## config.mk

```make
export PLATFORM = sky130hd
export DESIGN_NAME = dvi_link_sequencer
export DESIGN_NICKNAME = d
export VERILOG_FILES = /design/src/rtl/dvi_link_sequencer.sv
export SDC_FILE = /design/constraint.sdc
export NUM_CORES = 1
export LEC_CHECK = 0
export CAP_MARGIN = 0
export CORE_MARGIN = 1
export CORE_UTILIZATION = 55
export CTS_BUF_LIST = sky130_fd_sc_hd__clkbuf_16
export DETAILED_ROUTE_END_ITERATION = 8
export PLACE_DENSITY = 0.79
export SYNTH_ARGS = -nofsm -noshare
export SYNTH_HDL_FRONTEND = slang
export SYNTH_SLANG_ARGS = --single-unit
```

## constraint.sdc

```tcl
create_clock -name clock -period 2.2 [get_ports clock]
set_input_delay 0.33 -clock clock [delete_from_list [all_inputs] [get_ports clock]]
set_output_delay 0.33 -clock clock [all_outputs]
set_load 0.005 [all_outputs]
```

## src/rtl/dvi_link_sequencer.sv

```systemverilog
// Bring-up and fault-recovery sequencer for the DVI output path: qualifies both
// PLL locks, then releases the serializer reset followed by the pixel pipeline reset.
module dvi_link_sequencer #(
    parameter int LOCK_STABLE_CYCLES   = 1024,
    parameter int SER_RESET_CYCLES     = 16,
    parameter int TPG_DELAY_CYCLES     = 16,
    parameter int FAULT_HOLDOFF_CYCLES = 4096
) (
    input  logic       clock,
    input  logic       reset,
    input  logic       pll_lock,
    input  logic       pll_lock_ser,
    input  logic       restart,
    output logic       ser_reset,
    output logic       tpg_reset,
    output logic       link_up,
    output logic [7:0] fault_count,
    output logic [2:0] state
);

    // state     | meaning
    // WAIT_LOCK | resets held, waiting for both PLLs to lock
    // STABLE    | resets held, locks must stay high LOCK_STABLE_CYCLES
    // SER_RST   | resets held for SER_RESET_CYCLES after qualification
    // SER_RUN   | serializers running, pixel pipeline still in reset
    // RUN       | link up
    // FAULT     | resets held for FAULT_HOLDOFF_CYCLES, then re-arm
    typedef enum logic [2:0] {
        WAIT_LOCK = 3'd0,
        STABLE    = 3'd1,
        SER_RST   = 3'd2,
        SER_RUN   = 3'd3,
        RUN       = 3'd4,
        FAULT     = 3'd5
    } state_t;

    localparam int MAX_AB = (LOCK_STABLE_CYCLES > SER_RESET_CYCLES) ? LOCK_STABLE_CYCLES : SER_RESET_CYCLES;
    localparam int MAX_CD = (TPG_DELAY_CYCLES > FAULT_HOLDOFF_CYCLES) ? TPG_DELAY_CYCLES : FAULT_HOLDOFF_CYCLES;
    localparam int MAX_P  = (MAX_AB > MAX_CD) ? MAX_AB : MAX_CD;
    localparam int CW     = $clog2(MAX_P) + 1;

    localparam logic [CW-1:0] LS_LAST = CW'(LOCK_STABLE_CYCLES - 1);
    localparam logic [CW-1:0] SR_LAST = CW'(SER_RESET_CYCLES - 1);
    localparam logic [CW-1:0] TD_LAST = CW'(TPG_DELAY_CYCLES - 1);
    localparam logic [CW-1:0] FH_LAST = CW'(FAULT_HOLDOFF_CYCLES - 1);

    logic [1:0]    lock_meta;
    logic [1:0]    lock_sync;
    logic          locked;
    state_t        st;
    state_t        st_nxt;
    logic [CW-1:0] cnt;
    logic [CW-1:0] cnt_nxt;
    logic          fault_inc;

    always_ff @(posedge clock or posedge reset) begin
        if (reset) begin
            lock_meta <= 2'b00;
            lock_sync <= 2'b00;
        end else begin
            lock_meta <= {pll_lock_ser, pll_lock};
            lock_sync <= lock_meta;
        end
    end

    assign locked = &lock_sync;

    // Lock loss outranks restart on the exits to FAULT so the fault is counted.
    always_comb begin
        st_nxt    = st;
        cnt_nxt   = cnt;
        fault_inc = 1'b0;
        case (st)
            WAIT_LOCK: begin
                if (locked) st_nxt = STABLE;
            end
            STABLE: begin
                cnt_nxt = cnt + CW'(1);
                if (!locked || restart) st_nxt = WAIT_LOCK;
                else if (cnt == LS_LAST) st_nxt = SER_RST;
            end
            SER_RST, SER_RUN, RUN: begin
                if (st != RUN) cnt_nxt = cnt + CW'(1);
                if (!locked) begin
                    st_nxt    = FAULT;
                    fault_inc = 1'b1;
                end else if (restart) begin
                    st_nxt = FAULT;
                end else if (st == SER_RST && cnt == SR_LAST) begin
                    st_nxt = SER_RUN;
                end else if (st == SER_RUN && cnt == TD_LAST) begin
                    st_nxt = RUN;
                end
            end
            FAULT: begin
                cnt_nxt = cnt + CW'(1);
                if (cnt == FH_LAST) st_nxt = WAIT_LOCK;
            end
            default: st_nxt = FAULT;
        endcase
        if (st_nxt != st) cnt_nxt = '0;
    end

    always_ff @(posedge clock or posedge reset) begin
        if (reset) begin
            st          <= WAIT_LOCK;
            cnt         <= '0;
            ser_reset   <= 1'b1;
            tpg_reset   <= 1'b1;
            link_up     <= 1'b0;
            fault_count <= 8'd0;
        end else begin
            st          <= st_nxt;
            cnt         <= cnt_nxt;
            ser_reset   <= !(st_nxt == SER_RUN || st_nxt == RUN);
            tpg_reset   <= (st_nxt != RUN);
            link_up     <= (st_nxt == RUN);
            if (fault_inc && fault_count != 8'hFF) fault_count <= fault_count + 8'd1;
        end
    end

    assign state = st;

endmodule

```

# After elaboration in Yosys (flattened, before gate mapping)
# Index checks and enable logic that the tools add are counted.
dict set report classes {
  n_addsub 2
  eq_ne 15
  mux 14
  reduce_logical 13
}
# operator count
set ops {}
lappend ops {{$mux 13} 2}
lappend ops {{$pmux 13 s2} 1}
lappend ops {{$mux 3} 8}
lappend ops {{$add 13x1->13 const B} 1}
lappend ops {{$eq 13x10->1 const B} 1}
lappend ops {{$eq 13x12->1 const B} 1}
lappend ops {{$eq 13x4->1 const B} 1}
lappend ops {{$pmux 3 s4} 1}
lappend ops {{$eq 3x2->1 const B} 3}
lappend ops {{$eq 3x3->1 const B} 3}
lappend ops {{$ne 3x3->1 const B} 3}
lappend ops {{$add 8x1->8 const B} 1}
lappend ops {{$ne 8x8->1 const B} 1}
lappend ops {{$reduce_and 2->1} 2}
lappend ops {{$eq 3x1->1 const B} 1}
lappend ops {{$logic_and 1x1->1} 3}
lappend ops {{$logic_not 3->1} 1}
lappend ops {{$ne 3x3->1} 1}
lappend ops {{$reduce_bool 3->1} 1}
lappend ops {{$reduce_or 3->1} 1}
lappend ops {{$logic_not 1->1} 2}
lappend ops {{$logic_or 1x1->1} 2}
lappend ops {{$mux 1} 2}
lappend ops {{$reduce_or 2->1} 1}
dict set report totals {
  reg_bits 31
  input_bits 5
  out_inout_bits 14
  elab_cells 52
}

# Depth between registers and ports, before layout
dict set report logic_depth {
  ltp_word 10
  ltp_mapped 7
  depth_no_buf 6
}

# Worst setup path before layout
# Ideal clock, no wire load.
dict set report synth_timing {
  kind {register -> register}
  startpoint {register cnt[0]}
  endpoint {register cnt[0]}
  setup_time_ps 127
  t_arrival_ps 1875
  required_time_ps 2073
  path_slack_ps 199
  path_stages_with_launch 8
  path_buffers 1
  period_less_slack_ps 2001
  cell_sequence {dfrtp_1 ha_1 nand4b_4 o41ai_2 o211ai_2 a211oi_2 buf_6 nor3_2}
}
dict set report synth_via {
  elab_chain_len 10
  elab_cells_between_ends 21
  cone_classes {add/sub: 1; eq/ne: 5; mux: 11; reduce/logical: 4}
}
# element line_no
set synth_lines {}
lappend synth_lines {{start: declaration} 52} ;# logic [CW-1:0] cnt;
lappend synth_lines {{start signal: assignment} 114} ;# cnt <= cnt_nxt;
lappend synth_lines {{$eq 13x4->1} {89, 91}}
lappend synth_lines {{$logic_and 1x1->1} 91} ;# end else if (st == SER_RUN && cnt == TD_LAST) begin
lappend synth_lines {{$mux 3} 91}
lappend synth_lines {{$mux 3} 89} ;# end else if (st == SER_RST && cnt == SR_LAST) begin
lappend synth_lines {{$mux 3} 87} ;# end else if (restart) begin
lappend synth_lines {{$mux 3} 84} ;# if (!locked) begin
lappend synth_lines {{$pmux 3 s4} 73} ;# case (st)
lappend synth_lines {{$ne 3x3->1} 101} ;# if (st_nxt != st) cnt_nxt = '0;
lappend synth_lines {{$ne 3x3->1 (no line) or $reduce_bool 3->1 (tied branches)} n/a}
lappend synth_lines {{$reduce_and 2->1 (no line)} n/a}
# Several ways; a longest one is shown, not always the timed one. The select of a mux whose other input is x is not followed.
# A chain may end at the register's enable or synchronous reset.

# Worst setup path in the final report
dict set report layout_timing {
  startpoint {register cnt[0]}
  endpoint {register ser_reset}
}
dict set report layout_via {
  elab_chain_len 10
  elab_cells_between_ends 17
  cone_classes {eq/ne: 5; mux: 8; reduce/logical: 4}
}
# element line_no
set layout_lines {}
lappend layout_lines {{$eq 13x4->1} {89, 91}}
lappend layout_lines {{$logic_and 1x1->1} 91}
lappend layout_lines {{$mux 3} 91}
lappend layout_lines {{$mux 3} 89}
lappend layout_lines {{$mux 3} 87}
lappend layout_lines {{$mux 3} 84}
lappend layout_lines {{$pmux 3 s4 *} 73}
lappend layout_lines {{$eq 3x2->1 or $eq 3x3->1 (tied branches)} 115} ;# ser_reset <= !(st_nxt == SER_RUN || st_nxt == RUN);
lappend layout_lines {{$logic_or 1x1->1 *} 115}
lappend layout_lines {{$logic_not 1->1 *} 115}
lappend layout_lines {{end signal: assignment} 115}
lappend layout_lines {{end: declaration} 14} ;# output logic ser_reset,
# Every way passes the cells marked *; elsewhere a longest branch is shown, timed or not.

==> PnR_summary.wiki <==
{| class="wikitable"
! Metric !! Value
|-
| Peak VDD IR || 0.0006738 V
|-
| Number of H-tree branching levels || 2
|-
| R2R depth || 7
|-
| Total Die Area || 3320 um2
|-
| Comb power frac || 2.3%
|-
| Final setup fails || 0
|-
| Share of synthesized flip-flops with an asynchronous set or reset || 100.0%
|-
| Final core utilization || 82.06%
|-
| Detailed-route vias per instance || 5.913
|-
| Slew at the pin with the worst max-slew slack || 668.4 ps
|-
| Flop pwr share || 46.3%
|-
| Net Sw Power || 249.6 uW
|-
| Proportion of layout cells with a drive suffix above 1 || 30.81%
|-
| Half-perimeter wire length of the detailed placement result || 2914 um
|-
| First-pass GRT wire length || 6934 um
|-
| Int Pwr || 998.3 uW
|-
| Clock slew seen by the registers of the worst setup and hold paths || 50 ps
|-
| Layout filler cell count || 175
|-
| Netlist Area Pre-Place || 1702 um2
|-
| Global routing usage on met1 || 36.98%
|-
| Met3 Resource Use GR || 4.241%
|-
| Proportion of total power due to net switching || 20.00%
|-
| TritonCTS clock tree || yes
|-
| Area occupied by multi-input gates || 930.9 um2
|-
| Total clock buffers created by CTS || 5
|-
| Detail-routed net length per standard cell || 17.48 um
|-
| Endpoint class of the critical path || flip-flop
|-
| Count of clock tree sinks || 31
|-
| I/O Buffers || 18
|-
| Max-slew violation count || 0
|-
| Crit Path Class || reg2reg
|-
| N_diodes || 0
|-
| Max Root-Sink Buffers || 2
|-
| Worst hold margin || 344.7 ps
|-
| Width of the die || 57.62 um
|-
| Ratio of total power to cell area || 533.1 nW/um2
|-
| Overflow left after global routing || 0
|-
| First-iteration detailed-routing DRC count || 69
|-
| FF+latch area || 778.2 um2
|-
| Clock group share of total power || 51.4%
|-
| Mapped Avg Cell Area || 10.77 um2
|-
| # DRC || 1
|-
| Number of synthesis warnings || 0
|-
| Floorplan row count || 19
|-
| Vias post-DR || 1431
|-
| Number of flops mapped to enable cells by yosys || 0
|-
| Filler-free cell count of the finished design || 242
|-
| Leakage power of the design || 1.044 nW
|-
| Number of ports placed on the die boundary || 19
|-
| Number of distinct library cell variants in the gate-level netlist after synthesis || 48
|-
| Number of antenna violations at the first check in global routing || 0
|-
| Overall global routing resource usage || 28.19%
|-
| GPL Wtd Cong || 0.8056
|-
| Clk_lat worst skew || 270 ps
|-
| Arrival time worst endpoint || 2340 ps
|-
| Vias in the first global route || 1469
|-
| DRT Pass-1 Iters || 6
|-
| Total Routed Length || 4229 um
|-
| Worst setup skew after layout || 3.091 ps
|-
| Height of the chip || 57.62 um
|-
| Violations in the final reports || design-rule violations
|-
| Remaining number of nets flagged by the antenna check after routing || 0
|-
| Startpoint kind of the worst setup timing path || flip-flop
|-
| Starting utilization of the core area || 59.65%
|-
| Syn nets || 165
|-
| Relative slew slack || 55.44%
|-
| Sequential share of the synthesized area || 45.74%
|-
| Synth Instances || 158
|-
| Hold Path Depth || 0
|-
| Max Clk Rate || 0.4681 GHz
|-
| Maximum number of pins on one net before global-route repair || 32
|-
| Hold Fails Final Rpt || 0
|-
| Total power || 1.248 mW
|-
| Core area || 2853 um2
|-
| # Max-Cap Violations || 0
|-
| Critical path required time || 2400 ps
|-
| #FFs+latches synth || 31
|-
| Placed Cells || 233
|-
| Peak fanout along the critical path || 5
|-
| Root buffer cell || clkbuf_16
|-
| Run status || complete, but fails checks
|-
| Class of the tightest hold or removal check || reg2reg
|-
| Gr busiest metal || met2
|-
| Final clock period utilization by the worst path || 97.10%
|-
| Layout overhead on the synthesized area || 37.57%
|-
| Most common flop cell mapped by yosys || dfrtp_1
|-
| Global-route met2 utilization || 47.01%
|-
| Period minus WS final || 2136 ps
|-
| Final #Nets || 217
|}
## cell usage after synthesis (2+ instances only)
library cell	number	area [um2]
nand3_1	4	20.02
nor4_1	2	12.51
nand4_1	6	37.54
o22ai_1	2	12.51
xnor2_1	8	70.07
nor3_2	11	110.1
xor2_1	12	105.1
nor2b_1	4	25.02
nand2_1	19	71.32
inv_1	5	18.77
nor2_1	7	26.28
and2_1	2	12.51
dfstp_2	2	52.55
buf_2	3	15.01
nor3_1	5	25.02
o21ai_0	2	10.01
dfrtp_1	29	725.7
a211oi_2	2	25.02
mux2i_1	2	20.02
ha_1	2	25.02
nand2b_1	2	12.51
## per-layer routing
layer | up-vias | wire length [um]
met5 | - | 0
met4 | 0 | 72
met3 | 9 | 139
met2 | 44 | 2219
met1 | 708 | 1797
li1 | 670 | -
## path summary, 6_finish.rpt
check	startpoint	slack (ps)	to
setup / recovery	cnt[0]$_DFFE_PP0P_	60	ser_reset$_DFF_PP1_
hold / removal	lock_meta[1]$_DFF_PP0_	340	lock_sync[1]$_DFF_PP0_
setup reg to reg	cnt[0]$_DFFE_PP0P_	60	ser_reset$_DFF_PP1_
hold reg to reg	lock_meta[1]$_DFF_PP0_	340	lock_sync[1]$_DFF_PP0_
max in group asynchronous	reset	1410	ser_reset$_DFF_PP1_
min in group asynchronous	reset	460	lock_meta[0]$_DFF_PP0_
## power by group through the flow
stage                     combinational, mW  clock [mW]  sequential [mW]
after detailed placement             0.0270           0            0.587
after global placement               0.0259           0            0.587
final                                0.0285       0.641            0.578
after CTS                            0.0273       0.651            0.577
after global routing                 0.0319       0.672            0.577
after floorplan                      0.0109           0            0.586
## what timing repair did
item	CTS	global route
endpoints found under the hold margin	0	0
gates cloned	0	0
hold buffers	0	0
pin swaps	1	0
buffers inserted	1	0
endpoints found under the setup margin	13	14
gates resized for setup	2	6
## cell type report
| type | instances | share of cell area, % |
|---|---|---|
| multi-input cells | 117 | 39.76 |
| flip-flops and latches | 31 | 33.24 |
| clock buffers | 5 | 5.345 |
| well taps | 31 | 1.657 |
| clock inverters | 3 | 0.6948 |
| repair buffers | 49 | 18.33 |
| inverters | 6 | 0.9621 |
## placed cells by master (no fill, tap or decap), types with 2 or more instances in the layout
master,count
inv_1,6
clkbuf_16,5
o21ai_0,2
buf_4,29
and2_1,2
nand4_1,6
xor2_1,12
ha_1,2
nor3_1,5
nand3_1,4
nand2_1,19
xnor2_1,8
dfstp_2,2
nor2_1,7
nand2b_1,2
nor2b_1,4
mux2i_1,2
nor3_2,11
nor4_4,2
clkdlybuf4s50_1,18
o22ai_1,2
dfrtp_1,29
a211oi_4,2
## kinds of logic (layout without fill, tap and decap cells)
family          after synthesis  count (layout)  share of synthesized area, %
compound gates               19              19                         10.22
mux                           2               2                         1.177
xor+xnor                     20              20                         10.29
flops                        31              31                         45.74
buf+inv                      10              63                         2.867
fa+ha+maj                     2               2                         1.470
simple gates                 74              74                         28.24
## worst max-delay path: stages, from the launching register on
cell      delay [ps]
dfrtp_1          370
ha_1             240
nand4b_4         190
o41ai_4          420
o211ai_2         200
buf_4            180
a211oi_4         250
mux2i_1          220
## stage by stage
| step | setup WS (ps) | TNS, ps | area, um2 |
|---|---|---|---|
| after floorplan | 198.8 | 0 | 1702 |
| after global placement | -383.1 | -4532 | 2120 |
| after detailed placement | -509.9 | -5824 | 2120 |
| after CTS | 7.852 | 0 | 2297 |
| after global routing | -31.28 | -31.28 | 2341 |
| final | 63.78 | 0 | 2341 |
## registers in the layout (all words and copies together), names as in the netlist
name,count
lock_meta,2
state,3
ser_reset,1
lock_sync,2
link_up,1
cnt,13
tpg_reset,1
fault_count,8
(Power assumes the default switching activity.)
